## src/rtl/leb128_decoder_if.sv

```systemverilog
// Handshake bundle between the ROM fetch stage, the LEB128 decoder and the cpu execute stage.
interface leb128_decoder_if;
    logic        start;
    logic        is_signed;
    logic        is_64;
    logic [7:0]  in_data;
    logic        in_valid;
    logic        in_ready;
    logic [63:0] out_value;
    logic [3:0]  out_len;
    logic        out_valid;
    logic        out_ready;
    logic        error;

    modport master (
        output start, is_signed, is_64, in_data, in_valid, out_ready,
        input  in_ready, out_value, out_len, out_valid, error
    );

    modport slave (
        input  start, is_signed, is_64, in_data, in_valid, out_ready,
        output in_ready, out_value, out_len, out_valid, error
    );
endinterface

```

## src/rtl/leb128_decoder.sv

```systemverilog
// WebAssembly LEB128 immediate decoder (varuint/varint, 32/64-bit), one byte per cycle.
// Optional macro LEB128_STRICT_EN rejects final bytes carrying bits beyond the target width.
module leb128_decoder #(
    parameter int MAX_BYTES = 10
) (
    input  logic             clk,
    input  logic             reset,
    leb128_decoder_if.slave  bus
);
    localparam int LIMIT32 = 5;

    typedef enum logic [1:0] {
        IDLE  = 2'd0,
        ACCUM = 2'd1,
        DONE  = 2'd2,
        ERROR = 2'd3
    } state_t;

    state_t      state_r;
    logic        sgn_r;
    logic        w64_r;
    logic [63:0] acc_r;
    logic [3:0]  count_r;
    logic [63:0] out_value_r;
    logic [3:0]  out_len_r;
    logic        out_valid_r;
    logic        in_ready_r;
    logic        error_r;

    logic [3:0]  count_next_s;
    logic [3:0]  limit_s;
    logic [6:0]  shift_s;
    logic [6:0]  fill_at_s;
    logic [63:0] acc_next_s;
    logic [63:0] value_s;
    logic        at_limit_s;
    logic        strict_bad_s;

    // Sign-fill above the last encoded bit, then fold to the requested target width.
    function automatic logic [63:0] finalise(input logic [63:0] acc, input logic top,
                                             input logic [6:0] fill_at, input logic sgn,
                                             input logic w64);
        logic [63:0] v;
        if (sgn && top && (fill_at < 7'd64)) begin
            v = acc | (~64'd0 << fill_at);
        end else begin
            v = acc;
        end
        if (!w64) begin
            v = sgn ? {{32{v[31]}}, v[31:0]} : {32'd0, v[31:0]};
        end else begin
            v = v;
        end
        return v;
    endfunction

`ifdef LEB128_STRICT_EN
    // Payload bits of the maximum-length byte that fall outside the target width must be redundant.
    function automatic logic over_width(input logic [6:0] p, input logic sgn, input logic w64);
        logic bad;
        case ({w64, sgn})
            2'b00:   bad = (p[6:4] != 3'd0);
            2'b01:   bad = !((p[6:3] == 4'h0) || (p[6:3] == 4'hF));
            2'b10:   bad = (p[6:1] != 6'd0);
            2'b11:   bad = !((p == 7'h00) || (p == 7'h7F));
            default: bad = 1'b0;
        endcase
        return bad;
    endfunction
`endif

    // Next accumulator, finalised value and limit checks for the byte on the bus.
    always_comb begin
        count_next_s = count_r + 4'd1;
        limit_s      = w64_r ? 4'(MAX_BYTES) : 4'(LIMIT32);
        shift_s      = {3'd0, count_r} * 7'd7;
        fill_at_s    = {3'd0, count_next_s} * 7'd7;
        acc_next_s   = acc_r | ({57'd0, bus.in_data[6:0]} << shift_s);
        at_limit_s   = (count_next_s == limit_s);
        value_s      = finalise(acc_next_s, bus.in_data[6], fill_at_s, sgn_r, w64_r);
`ifdef LEB128_STRICT_EN
        strict_bad_s = at_limit_s && over_width(bus.in_data[6:0], sgn_r, w64_r);
`else
        strict_bad_s = 1'b0;
`endif
    end

    // Decoder FSM with all outputs registered.
    always_ff @(posedge clk or negedge reset) begin
        if (!reset) begin
            state_r     <= IDLE;
            sgn_r       <= 1'b0;
            w64_r       <= 1'b0;
            acc_r       <= 64'd0;
            count_r     <= 4'd0;
            out_value_r <= 64'd0;
            out_len_r   <= 4'd0;
            out_valid_r <= 1'b0;
            in_ready_r  <= 1'b0;
            error_r     <= 1'b0;
        end else begin
            case (state_r)
                IDLE, ERROR: begin
                    if (bus.start) begin
                        sgn_r      <= bus.is_signed;
                        w64_r      <= bus.is_64;
                        acc_r      <= 64'd0;
                        count_r    <= 4'd0;
                        error_r    <= 1'b0;
                        in_ready_r <= 1'b1;
                        state_r    <= ACCUM;
                    end
                end
                ACCUM: begin
                    if (bus.in_valid && in_ready_r) begin
                        acc_r   <= acc_next_s;
                        count_r <= count_next_s;
                        if (!bus.in_data[7] && !strict_bad_s) begin
                            out_value_r <= value_s;
                            out_len_r   <= count_next_s;
                            out_valid_r <= 1'b1;
                            in_ready_r  <= 1'b0;
                            state_r     <= DONE;
                        end else if (!bus.in_data[7] || at_limit_s) begin
                            error_r    <= 1'b1;
                            in_ready_r <= 1'b0;
                            state_r    <= ERROR;
                        end
                    end
                end
                DONE: begin
                    if (bus.out_ready) begin
                        out_valid_r <= 1'b0;
                        state_r     <= IDLE;
                    end
                end
                default: begin
                    out_valid_r <= 1'b0;
                    in_ready_r  <= 1'b0;
                    state_r     <= IDLE;
                end
            endcase
        end
    end

    assign bus.out_value = out_value_r;
    assign bus.out_len   = out_len_r;
    assign bus.out_valid = out_valid_r;
    assign bus.in_ready  = in_ready_r;
    assign bus.error     = error_r;
endmodule
```

## src/flat_wrapper.sv

```systemverilog
// flat-port wrapper written by rule: the top's interface ports become plain ports
module leb128_decoder_flat 
#(
    parameter int MAX_BYTES = 10
)
  (clk, reset, bus_start, bus_is_signed, bus_is_64, bus_in_data, bus_in_valid, bus_out_ready, bus_in_ready, bus_out_value, bus_out_len, bus_out_valid, bus_error);
  leb128_decoder_if bus_i ();
  input  logic clk;
  input  logic reset;
  input wire logic [$bits(bus_i.start)-1:0] bus_start;
  input wire logic [$bits(bus_i.is_signed)-1:0] bus_is_signed;
  input wire logic [$bits(bus_i.is_64)-1:0] bus_is_64;
  input wire logic [$bits(bus_i.in_data)-1:0] bus_in_data;
  input wire logic [$bits(bus_i.in_valid)-1:0] bus_in_valid;
  input wire logic [$bits(bus_i.out_ready)-1:0] bus_out_ready;
  output wire logic [$bits(bus_i.in_ready)-1:0] bus_in_ready;
  output wire logic [$bits(bus_i.out_value)-1:0] bus_out_value;
  output wire logic [$bits(bus_i.out_len)-1:0] bus_out_len;
  output wire logic [$bits(bus_i.out_valid)-1:0] bus_out_valid;
  output wire logic [$bits(bus_i.error)-1:0] bus_error;
  assign bus_i.start = bus_start;
  assign bus_i.is_signed = bus_is_signed;
  assign bus_i.is_64 = bus_is_64;
  assign bus_i.in_data = bus_in_data;
  assign bus_i.in_valid = bus_in_valid;
  assign bus_i.out_ready = bus_out_ready;
  assign bus_in_ready = bus_i.in_ready;
  assign bus_out_value = bus_i.out_value;
  assign bus_out_len = bus_i.out_len;
  assign bus_out_valid = bus_i.out_valid;
  assign bus_error = bus_i.error;
  leb128_decoder #(.MAX_BYTES(MAX_BYTES)) u_core (.clk(clk), .reset(reset), .bus(bus_i));
endmodule
```

## config.mk

```make
export PLATFORM = sky130hd
export DESIGN_NAME = leb128_decoder_flat
export DESIGN_NICKNAME = d
export VERILOG_FILES = /design/src/rtl/leb128_decoder_if.sv /design/src/rtl/leb128_decoder.sv /design/src/flat_wrapper.sv
export SDC_FILE = /design/constraint.sdc
export NUM_CORES = 1
export LEC_CHECK = 0
export ABC_CLOCK_PERIOD_IN_PS = 4500
export BUFFER_PORTS_ARGS = -buffer_cell sky130_fd_sc_hd__buf_2
export CAP_MARGIN = 20
export CORE_UTILIZATION = 35
export DETAILED_ROUTE_END_ITERATION = 8
export SYNTH_ARGS = -nofsm -noshare
export SYNTH_HDL_FRONTEND = slang
export SYNTH_SLANG_ARGS = --single-unit
```

## constraint.sdc

```tcl
create_clock -name clk -period 4.5 [get_ports clk]
set_input_delay 0.9 -clock clk [delete_from_list [all_inputs] [get_ports clk]]
set_output_delay 0.9 -clock clk [all_outputs]
set_load 0.03 [all_outputs]
```

## After elaboration in Yosys (flattened, before gate mapping)

Index checks and enable logic that the tools add are counted.

- $add $sub $neg: 1
- Multipliers: 2
- Order comparisons: 1
- Equality and inequality tests: 11
- Shifts and indexed selects: 2
- Muxes and demuxes: 30
- Bitwise operators: 3
- Reductions and logical operators: 16

Operators by type and width:

| kind | number |
|---|---|
| 2-to-1 mux 64 bit | 5 |
| bitwise OR 64 bit | 2 |
| one-hot mux 64 bit (2 select lines) | 1 |
| << shifter 64 x 7 -> 64 bit (first input constant) | 1 |
| << shifter 7 x 7 -> 64 bit | 1 |
| multiplier 4 x 3 -> 7 bit (second input constant) | 2 |
| 2-to-1 mux 4 bit | 3 |
| AND reduction 4 bit | 3 |
| 2-to-1 mux 1 bit | 11 |
| 2-to-1 mux 2 bit | 5 |
| != test 2 bit (second input constant) | 4 |
| one-hot mux 4 bit (2 select lines) | 1 |
| less-than comparator 7 bit (second input constant) | 1 |
| one-hot mux 1 bit (2 select lines) | 3 |
| one-hot mux 2 bit (3 select lines) | 1 |
| AND reduction 3 bit | 2 |
| AND reduction 5 bit | 1 |
| adder 4 x 1 -> 4 bit (second input constant) | 1 |
| == test 2 bit (second input constant) | 2 |
| == test 4 bit | 1 |
| != test 2 x 1 -> 1 bit (second input constant) | 2 |
| nonzero test 2 bit | 2 |
| logical AND 1 bit | 3 |
| != test 3 x 2 -> 1 bit (second input constant) | 1 |
| 7 further kinds | 7 |

- Register bits after elaboration: 143
- Output and inout bits: 71

## Longest topological paths before layout

Gate-level depths: netlist of the first run.

- Depth in word-level cells: 7
- Mapped depth: 15

## Worst setup path before layout of the first run

Ideal clock, no wire load.

- Kind: reg-to-reg
- Start: register u_core.count_r[0]
- End: register u_core.out_value_r[51] (netlist: u_core.bus.out_value[51])
- Setup time: 0.136 ns
- Arrival: 3.736 ns
- Slack: 0.628 ns
- Cell stages (with the launch flop): 15
- Buffers on the path: 2
- Cell sequence: dfrtp_1 -> clkbuf_1 -> buf_1 -> inv_1 -> ha_1 -> xor2_1 -> xnor2_1 -> ha_1 -> fa_1 -> xor2_1 -> o21ai_0 -> o21ai_0 -> a211oi_1 -> a211oi_1 -> o211ai_1

- Cells in the longest elaborated chain, start to end: 7
- Elaborated cells on any way between the ends: 12
- Those cells by class: add/sub: 1; mul: 2; order compare: 1; shift: 2; mux: 3; bitwise: 2; reduce/logical: 1

Ends and longest elaborated chain:

| what | line | text |
|---|---|---|
| start, declared | leb128_decoder.sv:23 | `logic [3:0] count_r;` |
| start signal, assigned | leb128_decoder.sv:117 | `count_r <= count_next_s;` |
| adder 4 x 1 -> 4 bit (*) | leb128_decoder.sv:74 | `count_next_s = count_r + 4'd1;` |
| via u_core.count_next_s[0] | leb128_decoder.sv:30 | `logic [3:0] count_next_s;` |
| multiplier 4 x 3 -> 7 bit (*) | leb128_decoder.sv:77 | `fill_at_s = {3'd0, count_next_s} * 7'd7;` |
| << shifter 64 x 7 -> 64 bit or less-than comparator 7 bit (tied branches) | leb128_decoder.sv:45, leb128_decoder.sv:44 |  |
| bitwise OR 64 bit or logical AND 1 bit (tied branches) | leb128_decoder.sv:45, leb128_decoder.sv:44 |  |
| 2-to-1 mux 64 bit (*) | leb128_decoder.sv:44 | `if (sgn && top && (fill_at < 7'd64)) begin` |
| 2-to-1 mux 64 bit | leb128_decoder.sv:50 | `v = sgn ? {{32{v[31]}}, v[31:0]} : {32'd0, v[31:0]};` |
| 2-to-1 mux 64 bit (*) | leb128_decoder.sv:49 | `if (!w64) begin` |
| end signal, assigned | leb128_decoder.sv:119 | `out_value_r <= value_s;` |
| end, declared | leb128_decoder.sv:24 | `logic [63:0] out_value_r;` |

Mark *: on every way through the listed nets, which the timed path passes. The rest lies on a longest branch.
A chain may end at the register's enable or synchronous reset.

## Worst setup path after layout of the first run

- Start: register u_core.count_r[1]
- End: register u_core.out_value_r[49] (netlist: u_core.bus.out_value[49])

The elaborated chain is that of the path after synthesis.

==> results.toml, run 1 <==
[status]
status = "complete, no violations"

[clock_tree]
clock_sinks = 143
cts.repair.resized = 0
clk-insertion-delay-late_ns = 0.43
tritoncts = "done"
h-tree-depth = 4
clockBufferDepth = 2
cts.clk_slew.worst_paths_ns = 0.06
cts_hold_buf = 0
cts_setup_buffers = 0
clk_root_buffer_cell = "clkbuf_16"
cts_buffers = 17

[global_route]
use_met1 = 0.3236
track_usage = 0.2350
grt_pass1_vias = 5896
grt_max_degree = 79
grt_pass1_wl_um = 35490
overflow = 0
met3_usage = 0.05500
busiest_layer = "met2"
grt_use_met2 = 0.3533
antenna_found_initial = 0

[synth]
ys_seq_area_frac = 0.5125
async_flop_share = 1.000
netlist_instances = 754
synth-main-ff-cell = "dfrtp_1"
ys_ff_latch = 143
syn_area_per_cell_um2 = 9.261
yosys.area.top_type = "dfrtp_1"
synth_warnings = 0
netlist.area_leader.share = 0.5125
synth_edf_count = 0
synth_fp_nets = 779
synth.cell_area_um2 = 6983
synthTopCellsByArea = "dfrtp_1, a21oi_1, o21ai_0"
yosysUniqueCellTypes = 52

[detailed_routing]
first_pass_iters = 6
wl_per_cell_um = 21.03
finalWirelength_um = 23030
vias = 6230
drtAntennaViolNets = 0
drcViolationCount = 0
vias_per_cell = 5.689
drtIter0Drc = 644

[timing]
period_minus_slack_ns = 4.133
slew_headroom = 0.1704
finalHoldViolCount = 0
skew_ns = 0.008846
tns_ns = 0
fmax_mhz = 242.0
finalCritPeriodShare = 0.9184
finalSetupViolations = 0
worst_pin_slew_ns = 1.235
drv_slew = 0
rsz0062_at_grt = "false"

[final_layout]
n_antenna_cell = 0
fin_cells = 1095
areaGrowthSynthToFinish_pct = 19.26
drive_gt1_frac = 0.1855
nNetsFinal = 842

[power]
p_per_area_nw_per_um2 = 738.4
p_leak_nw = 3.837
ir_drop_v = 0.0004469

[worst_setup_path]
critPathMaxStageDelay_ns = 0.84
cp-end-kind = "flip-flop"
critical_path_depth = 11
critPathSlowestCell = "nor3_1"
worstSetupStartpointType = "flip-flop"
crit_family = "adder cells"
cp_max_fo = 13
worst-r2r-cell-count = 11
crit_type = "reg -> reg"
path_cells = "inv_1, ha_1, xor2_1, xnor2_1, ha_1, fa_1, xnor2_1, nor3_1, a221oi_1, o21ai_0, a21oi_1"
crit_arrival_ns = 4.43
required_ns = 4.80
path_buf_inv = 1
regToRegSetupSlack_ns = 0.37

[floorplanning]
core-area_um2 = 19530
rows = 51
die_width_um = 143.3
initial_core_util = 0.3576
die_area_um2 = 20520
num_io_pins = 86
die_y_um = 143.3

[placement]
dp.cells = 1063
hpwl_um = 15920
port_buffers = 85
routabilityCongestion = 0.9486

[min_path]
hold_depth = 2
hold_class = "reg -> reg"

[run]
max_cap_viol_count = 0
cells in the final DEF, fill, tap and decap left out, drive strengths merged, types with 15 or more instances in the layout:
cell | synthesis | layout
clkbuf | 43 | 21
nor3 | 15 | 15
a21oi | 85 | 85
a22o | 34 | 34
a31oi | 19 | 19
buf | 17 | 104
nand2 | 65 | 65
nand3 | 17 | 17
a221oi | 17 | 17
dfrtp | 143 | 143
nor2 | 84 | 84
o21ai | 97 | 97
tightest hold or removal path, cell delays in order, from the launching register on:
cell     delay (ns)
dfrtp_1        0.34
nand2_1        0.05
nand2_1        0.06
flip-flops by register name, indices dropped and copies added, names as in the netlist:
signal                cells
u_core.bus.out_valid      1
u_core.bus.out_value     64
u_core.acc_r             64
u_core.count_r            4
u_core.sgn_r              1
u_core.bus.error          1
u_core.w64_r              1
u_core.bus.in_ready       1
u_core.state_r            2
u_core.bus.out_len        4
kinds of logic after synthesis:
family,count (synthesis),share of synthesized area
simple gates,215,0.1360
mux,2,0.003225
xor+xnor,8,0.01219
fa+ha+maj,10,0.01899
flops,143,0.5125
buf+inv,68,0.03906
compound gates,308,0.2781
through the flow:
stage	utilization	instance area [um^2]	setup slack [ns]	hold WS, ns	power [mW]
3_3_place_gp	0.3923	7661	0.5074	0.4612	4.534
5_1_grt	0.4265	8328	0.02221	0.4958	6.477
3_5_place_dp	0.3929	7672	0.5076	0.4662	4.582
6_report	0.4265	8328	0.3672	0.4719	6.150
4_1_cts	0.4265	8328	0.4823	0.4799	6.160
2_1_floorplan	-	6983	0.6276	0.4628	3.610
cell usage after synthesis (2+ instances only):
master	n
nand3_1	16
and2_1	5
and2_0	2
o31ai_1	3
buf_1	3
o22ai_1	5
a2111oi_0	3
o21ai_1	13
or2_2	6
a221oi_1	17
a22o_1	34
nand2_1	65
nor2_1	84
ha_1	9
a41oi_1	2
xor2_1	3
mux2_2	2
o211ai_1	6
nor3_1	15
xor2_2	2
and3_1	2
o22a_1	2
nor2b_1	9
xnor2_1	3
a21o_1	14
clkbuf_1	43
nand2b_1	5
inv_1	7
a211oi_1	13
buf_2	14
o21ai_0	83
a31oi_1	19
a21oi_1	84
dfrtp_1	143
final cells by class:
| cell class | count | area [um^2] |
|---|---|---|
| fill | 1959 | 11200 |
| sequential | 143 | 3578 |
| multi-input combinational | 543 | 3142 |
| timing repair buffer | 104 | 590.6 |
| clock buffer | 21 | 470.5 |
| tap | 265 | 331.6 |
| clock inverter | 11 | 185.2 |
| inverter | 8 | 30.03 |
worst paths after layout:
path | to | from
setup / recovery | u_core.bus.out_value[49] | u_core.count_r[1]
hold / removal | u_core.bus.out_len[1] | u_core.bus.out_len[1]
setup reg to reg | u_core.bus.out_value[49] | u_core.count_r[1]
hold reg to reg | u_core.bus.out_len[1] | u_core.bus.out_len[1]
max in group asynchronous | u_core.acc_r[25] | reset
min in group asynchronous | u_core.bus.out_value[40] | reset
per-layer routing:
layer	vias up	routed length, um
li1	2862	-
met1	3062	10330
met4	0	717
met2	258	10270
met5	-	0
met3	48	1718
power by group:
group / internal (mW) / switching (mW) / total [mW]
clock: 1.02 / 0.550 / 1.57
sequential: 1.62 / 0.247 / 1.87
combinational: 0.738 / 1.97 / 2.71
total: 3.38 / 2.77 / 6.15
(Power assumes the default switching activity.)
==> run 2, diff against run 1 <==
Settings changed: CORE_UTILIZATION 35 to 58, CTS_CLUSTER_DIAMETER set to 50, PLACE_DENSITY set to 0.8.
==> results.toml, run 2 (synthesis results as in run 1) <==
[detailed_routing]
vias_per_cell = 6.627
drtAntennaViolNets = 0
first_pass_iters = 8
vias = 6475
finalWirelength_um = 22480
drcViolationCount = 5
drtIter0Drc = 755
wl_per_cell_um = 23.00

[floorplanning]
core-area_um2 = 11560
die_y_um = 111.7
rows = 39
die_area_um2 = 12480
initial_core_util = 0.6038
die_width_um = 111.7
num_io_pins = 86

[final_layout]
nNetsFinal = 847
final_common_cell = "dfrtp_1"
stdcell_area_um2 = 8169
n_antenna_cell = 0
areaGrowthSynthToFinish_pct = 16.99
fillers = 892
final_cell_mix = "dfrtp_1, a21oi_1, buf_2"
drive_gt1_frac = 0.1894

[worst_setup_path]
cp-end-kind = "flip-flop"
cp_max_fo = 13
worstSetupStartpointType = "flip-flop"
required_ns = 4.80
crit_type = "reg -> reg"
crit_arrival_ns = 4.53

[placement]
hpwl_um = 15500
post_dp_cell_area_um2 = 7542
port_buffers = 85
routabilityCongestion = 0.9910
dp_worst_setup_slack_ns = 0.3745

[clock_tree]
h-tree-depth = 4
cts_setup_buffers = 0
cts.clk_slew.worst_paths_ns = 0.06
clock_sinks = 143
clockBufferDepth = 2
cts_buffers = 17
tritoncts = "done"
clk-insertion-delay-late_ns = 0.42
clk_root_buffer_cell = "clkbuf_16"

[timing]
hold_ws_ns = 0.4727
rsz0062_at_grt = "false"
finalSetupViolations = 0
finalCritPeriodShare = 0.9395
drv_slew = 0
worst_pin_slew_ns = 1.104
skew_ns = 0.006258
fmax_mhz = 236.5
period_minus_slack_ns = 4.228
setup_ws_ns = 0.2720
tns_ns = 0
slew_headroom = 0.2586
finalHoldViolCount = 0

[global_route]
grt_max_degree = 88
track_usage = 0.3715
grt_pass1_vias = 6200
grt_pass1_wl_um = 34850
antenna_found_initial = 0
overflow = 0

[status]
violations = "design-rule violations"
status = "finished, violations left"

[power]
p_per_area_nw_per_um2 = 747.1
ir_drop_v = 0.0006717
p_leak_nw = 3.841

[min_path]
hold_class = "reg -> reg"

[run]
max_cap_viol_count = 0
-- run 2: changes by cell type in the layout (fill, tap and decap cells not counted), sizes merged --
cell / previous run / this run
bufinv: 5 / 4
buf: 104 / 109
clkinv: 4 / 5
clkbuf: 21 / 20
-- run 2: critical path, stage by stage (launching register included) --
cell and delay, ns:
dfrtp_1 0.60, ha_1 0.36, xor2_2 0.19, xor2_1 0.24, xnor2_1 0.10, ha_1 0.26, fa_1 0.59, xnor2_1 0.25
nor3_1 0.83, a221oi_1 0.34, o21ai_0 0.26, a21oi_1 0.09
-- run 2: final cells by class --
cell class                      count  area, um^2  area share
Timing Repair Buffer              109       615.6     0.07536
Multi-Input combinational cell    543        3146      0.3851
Inverter                            8       30.03    0.003676
Sequential cell                   143        3578      0.4380
Clock inverter                     11       163.9     0.02006
Tap cell                          143       178.9     0.02190
Clock buffer                       20       456.7     0.05590
-- run 2: worst paths after layout --
| kind | end | slack (ns) | cells past startpoint | startpoint |
|---|---|---|---|---|
| hold / removal | u_core.bus.out_value[15] | 0.47 | 2 | u_core.bus.out_value[15] |
| setup reg to reg | u_core.bus.out_value[53] | 0.27 | 11 | u_core.count_r[1] |
| hold reg to reg | u_core.bus.out_value[15] | 0.47 | 2 | u_core.bus.out_value[15] |
| setup / recovery | u_core.bus.out_value[53] | 0.27 | 11 | u_core.count_r[1] |
| min in group asynchronous | u_core.bus.out_value[34] | 0.55 | 1 | reset |
| max in group asynchronous | u_core.acc_r[24] | 3.04 | 2 | reset |
-- run 2: report_power, final --
group	leakage (nW)	switching [mW]	internal [mW]
logic	1.67	2.02	0.738
registers	1.87	0.241	1.62
clock network	0.302	0.535	0.950
total	3.84	2.80	3.31
-- run 2: timing repair --
item	CTS	global route
resized for setup	0	1
endpoints found under the setup margin	0	1
hold buffers	0	0
hold endpoints to repair	0	0
-- run 2: stage by stage --
stage	power (mW)	instances	utilization
detailed placement	4.559	946	0.6522
global route	6.351	977	0.7064
CTS	6.047	977	0.7058
finish	6.103	977	0.7064
floorplan	3.610	754	-
global placement	4.486	945	0.6512
-- run 2: routing by layer --
layer	GRT usage	share of wire
met1	0.5102	0.41
met2	0.5640	0.46
met3	0.1072	0.099
met4	0.1333	0.031
met5	0	0
==> run 3, diff against run 2 <==
Settings changed: BUFFER_PORTS_ARGS -buffer_cell sky130_fd_sc_hd__buf_2 to -buffer_cell sky130_fd_sc_hd__buf_4.
==> results.toml, run 3 (synthesis results as in run 1) <==
[placement]
routabilityCongestion = 0.9380
port_buffers = 85
hpwl_um = 15510
post_dp_cell_area_um2 = 7711

[detailed_routing]
vias = 6559
drcViolationCount = 5
vias_per_cell = 6.727
drtIter0Drc = 760
drtAntennaViolNets = 0
first_pass_iters = 8
finalWirelength_um = 22970
wl_per_cell_um = 23.56

[global_route]
track_usage = 0.3879
grt_pass1_wl_um = 36050
antenna_found_initial = 1
overflow = 0
grt_pass1_vias = 6400
grt_max_degree = 96

[final_layout]
final_cell_mix = "dfrtp_1, buf_4, a21oi_1"
stdcell_area_um2 = 8463
drive_gt1_frac = 0.1887
final_common_cell = "dfrtp_1"
areaGrowthSynthToFinish_pct = 21.20
n_antenna_cell = 0
nNetsFinal = 844

[timing]
fmax_mhz = 239.6
period_minus_slack_ns = 4.174
tns_ns = 0
worst_pin_slew_ns = 1.065
drv_slew = 0
rsz0062_at_grt = "false"
finalCritPeriodShare = 0.9274
finalHoldViolCount = 0
finalSetupViolations = 0
slew_headroom = 0.2846
skew_ns = 0.006825

[worst_setup_path]
crit_type = "reg -> reg"
path_cells = "inv_1, ha_1, xor2_1, xnor2_1, ha_1, fa_1, a211oi_4, nand3_2, a21oi_4, nand3_1, buf_4, o21ai_0"
critPathSlowestCell = "dfrtp_1"
cp_common_cell = "ha_1"
regToRegSetupSlack_ns = 0.33
worstSetupStartpointType = "flip-flop"
crit_arrival_ns = 4.51
regToRegStartpoint = "u_core.count_r[1]"
critPathMaxStageDelay_ns = 0.60
cp-end-kind = "flip-flop"
crit_start = "u_core.count_r[1]"
rr_endpoint = "u_core.bus.out_value[1]"
required_ns = 4.84
worst-r2r-cell-count = 12
endpoint = "u_core.bus.out_value[1]"
cp_max_fo = 13

[clock_tree]
clk-insertion-delay-late_ns = 0.43
cts_buffers = 17
clk_root_buffer_cell = "clkbuf_16"
cts.repair.resized = 0
cts_hold_buf = 0
clock_sinks = 143
clockBufferDepth = 2
tritoncts = "done"
cts.clk_slew.worst_paths_ns = 0.06
cts_setup_buffers = 0
h-tree-depth = 4

[floorplanning]
die_y_um = 111.7
core-area_um2 = 11560
num_io_pins = 86
die_area_um2 = 12480
die_width_um = 111.7
rows = 39
initial_core_util = 0.6038

[run]
max_cap_viol_count = 0

[power]
p_per_area_nw_per_um2 = 772.2
finalPower_mw = 6.535
ir_drop_v = 0.0009719
p_leak_nw = 3.932

[status]
status = "finished, violations left"
violations = "design-rule violations"

[min_path]
hold_class = "reg -> reg"
hold_depth = 2
run 3: power breakdown:
group          internal (mW)  switching [mW]
clock                   1.19           0.559
combinational          0.885            2.03
sequential              1.62           0.254
total                   3.69            2.84
run 3: area by class of cell:
| cell class | count | area (um^2) |
|---|---|---|
| Clock inverter | 13 | 279.0 |
| Multi-Input combinational cell | 543 | 3147 |
| Inverter | 8 | 30.03 |
| Timing Repair Buffer | 106 | 797.0 |
| Clock buffer | 19 | 452.9 |
| Tap cell | 143 | 178.9 |
| Fill cell | 848 | 3102 |
| Sequential cell | 143 | 3578 |
run 3: layer usage:
layer / up-vias / GRT usage / wire, um
met2: 426 / 0.5665 / 10260
met3: 70 / 0.1301 / 2742
li1: 2857 / - / -
met4: 2 / 0.1946 / 943
met5: - / 0 / 13
met1: 3204 / 0.5181 / 9015
run 3: worst max-delay path: cells and delay by family (launching register included):
| kind | cells | cell delay, ns |
|---|---|---|
| buffers and inverters | 2 | 0.45 |
| adder cells (fa/ha/maj) | 3 | 1.30 |
| AO/OA/AOI/OAI | 3 | 0.87 |
| flip-flops | 1 | 0.60 |
| XOR/XNOR | 2 | 0.35 |
| AND/OR/NAND/NOR | 2 | 0.51 |
run 3: per-stage QoR:
step | setup WS (ns) | instances | util | hold slack, ns
2_1_floorplan | 0.6276 | 754 | - | 0.4628
3_3_place_gp | 0.3910 | 941 | 0.6668 | 0.4620
3_5_place_dp | 0.2545 | 941 | 0.6668 | 0.4668
4_1_cts | 0.2283 | 973 | 0.7301 | 0.4819
5_1_grt | 0.002316 | 975 | 0.7318 | 0.5114
6_report | 0.3265 | 975 | 0.7318 | 0.4835
run 3: how the worst min path moves through the flow:
stage                               endpoint  slack (ns)                     start
floorplan                   u_core.acc_r[11]        0.46          u_core.acc_r[11]
global placement       u_core.bus.out_len[1]        0.46     u_core.bus.out_len[1]
detailed placement     u_core.bus.out_len[1]        0.47     u_core.bus.out_len[1]
CTS                    u_core.bus.out_len[1]        0.48     u_core.bus.out_len[1]
global route        u_core.bus.out_value[16]        0.51  u_core.bus.out_value[16]
finish                 u_core.bus.out_len[1]        0.48     u_core.bus.out_len[1]
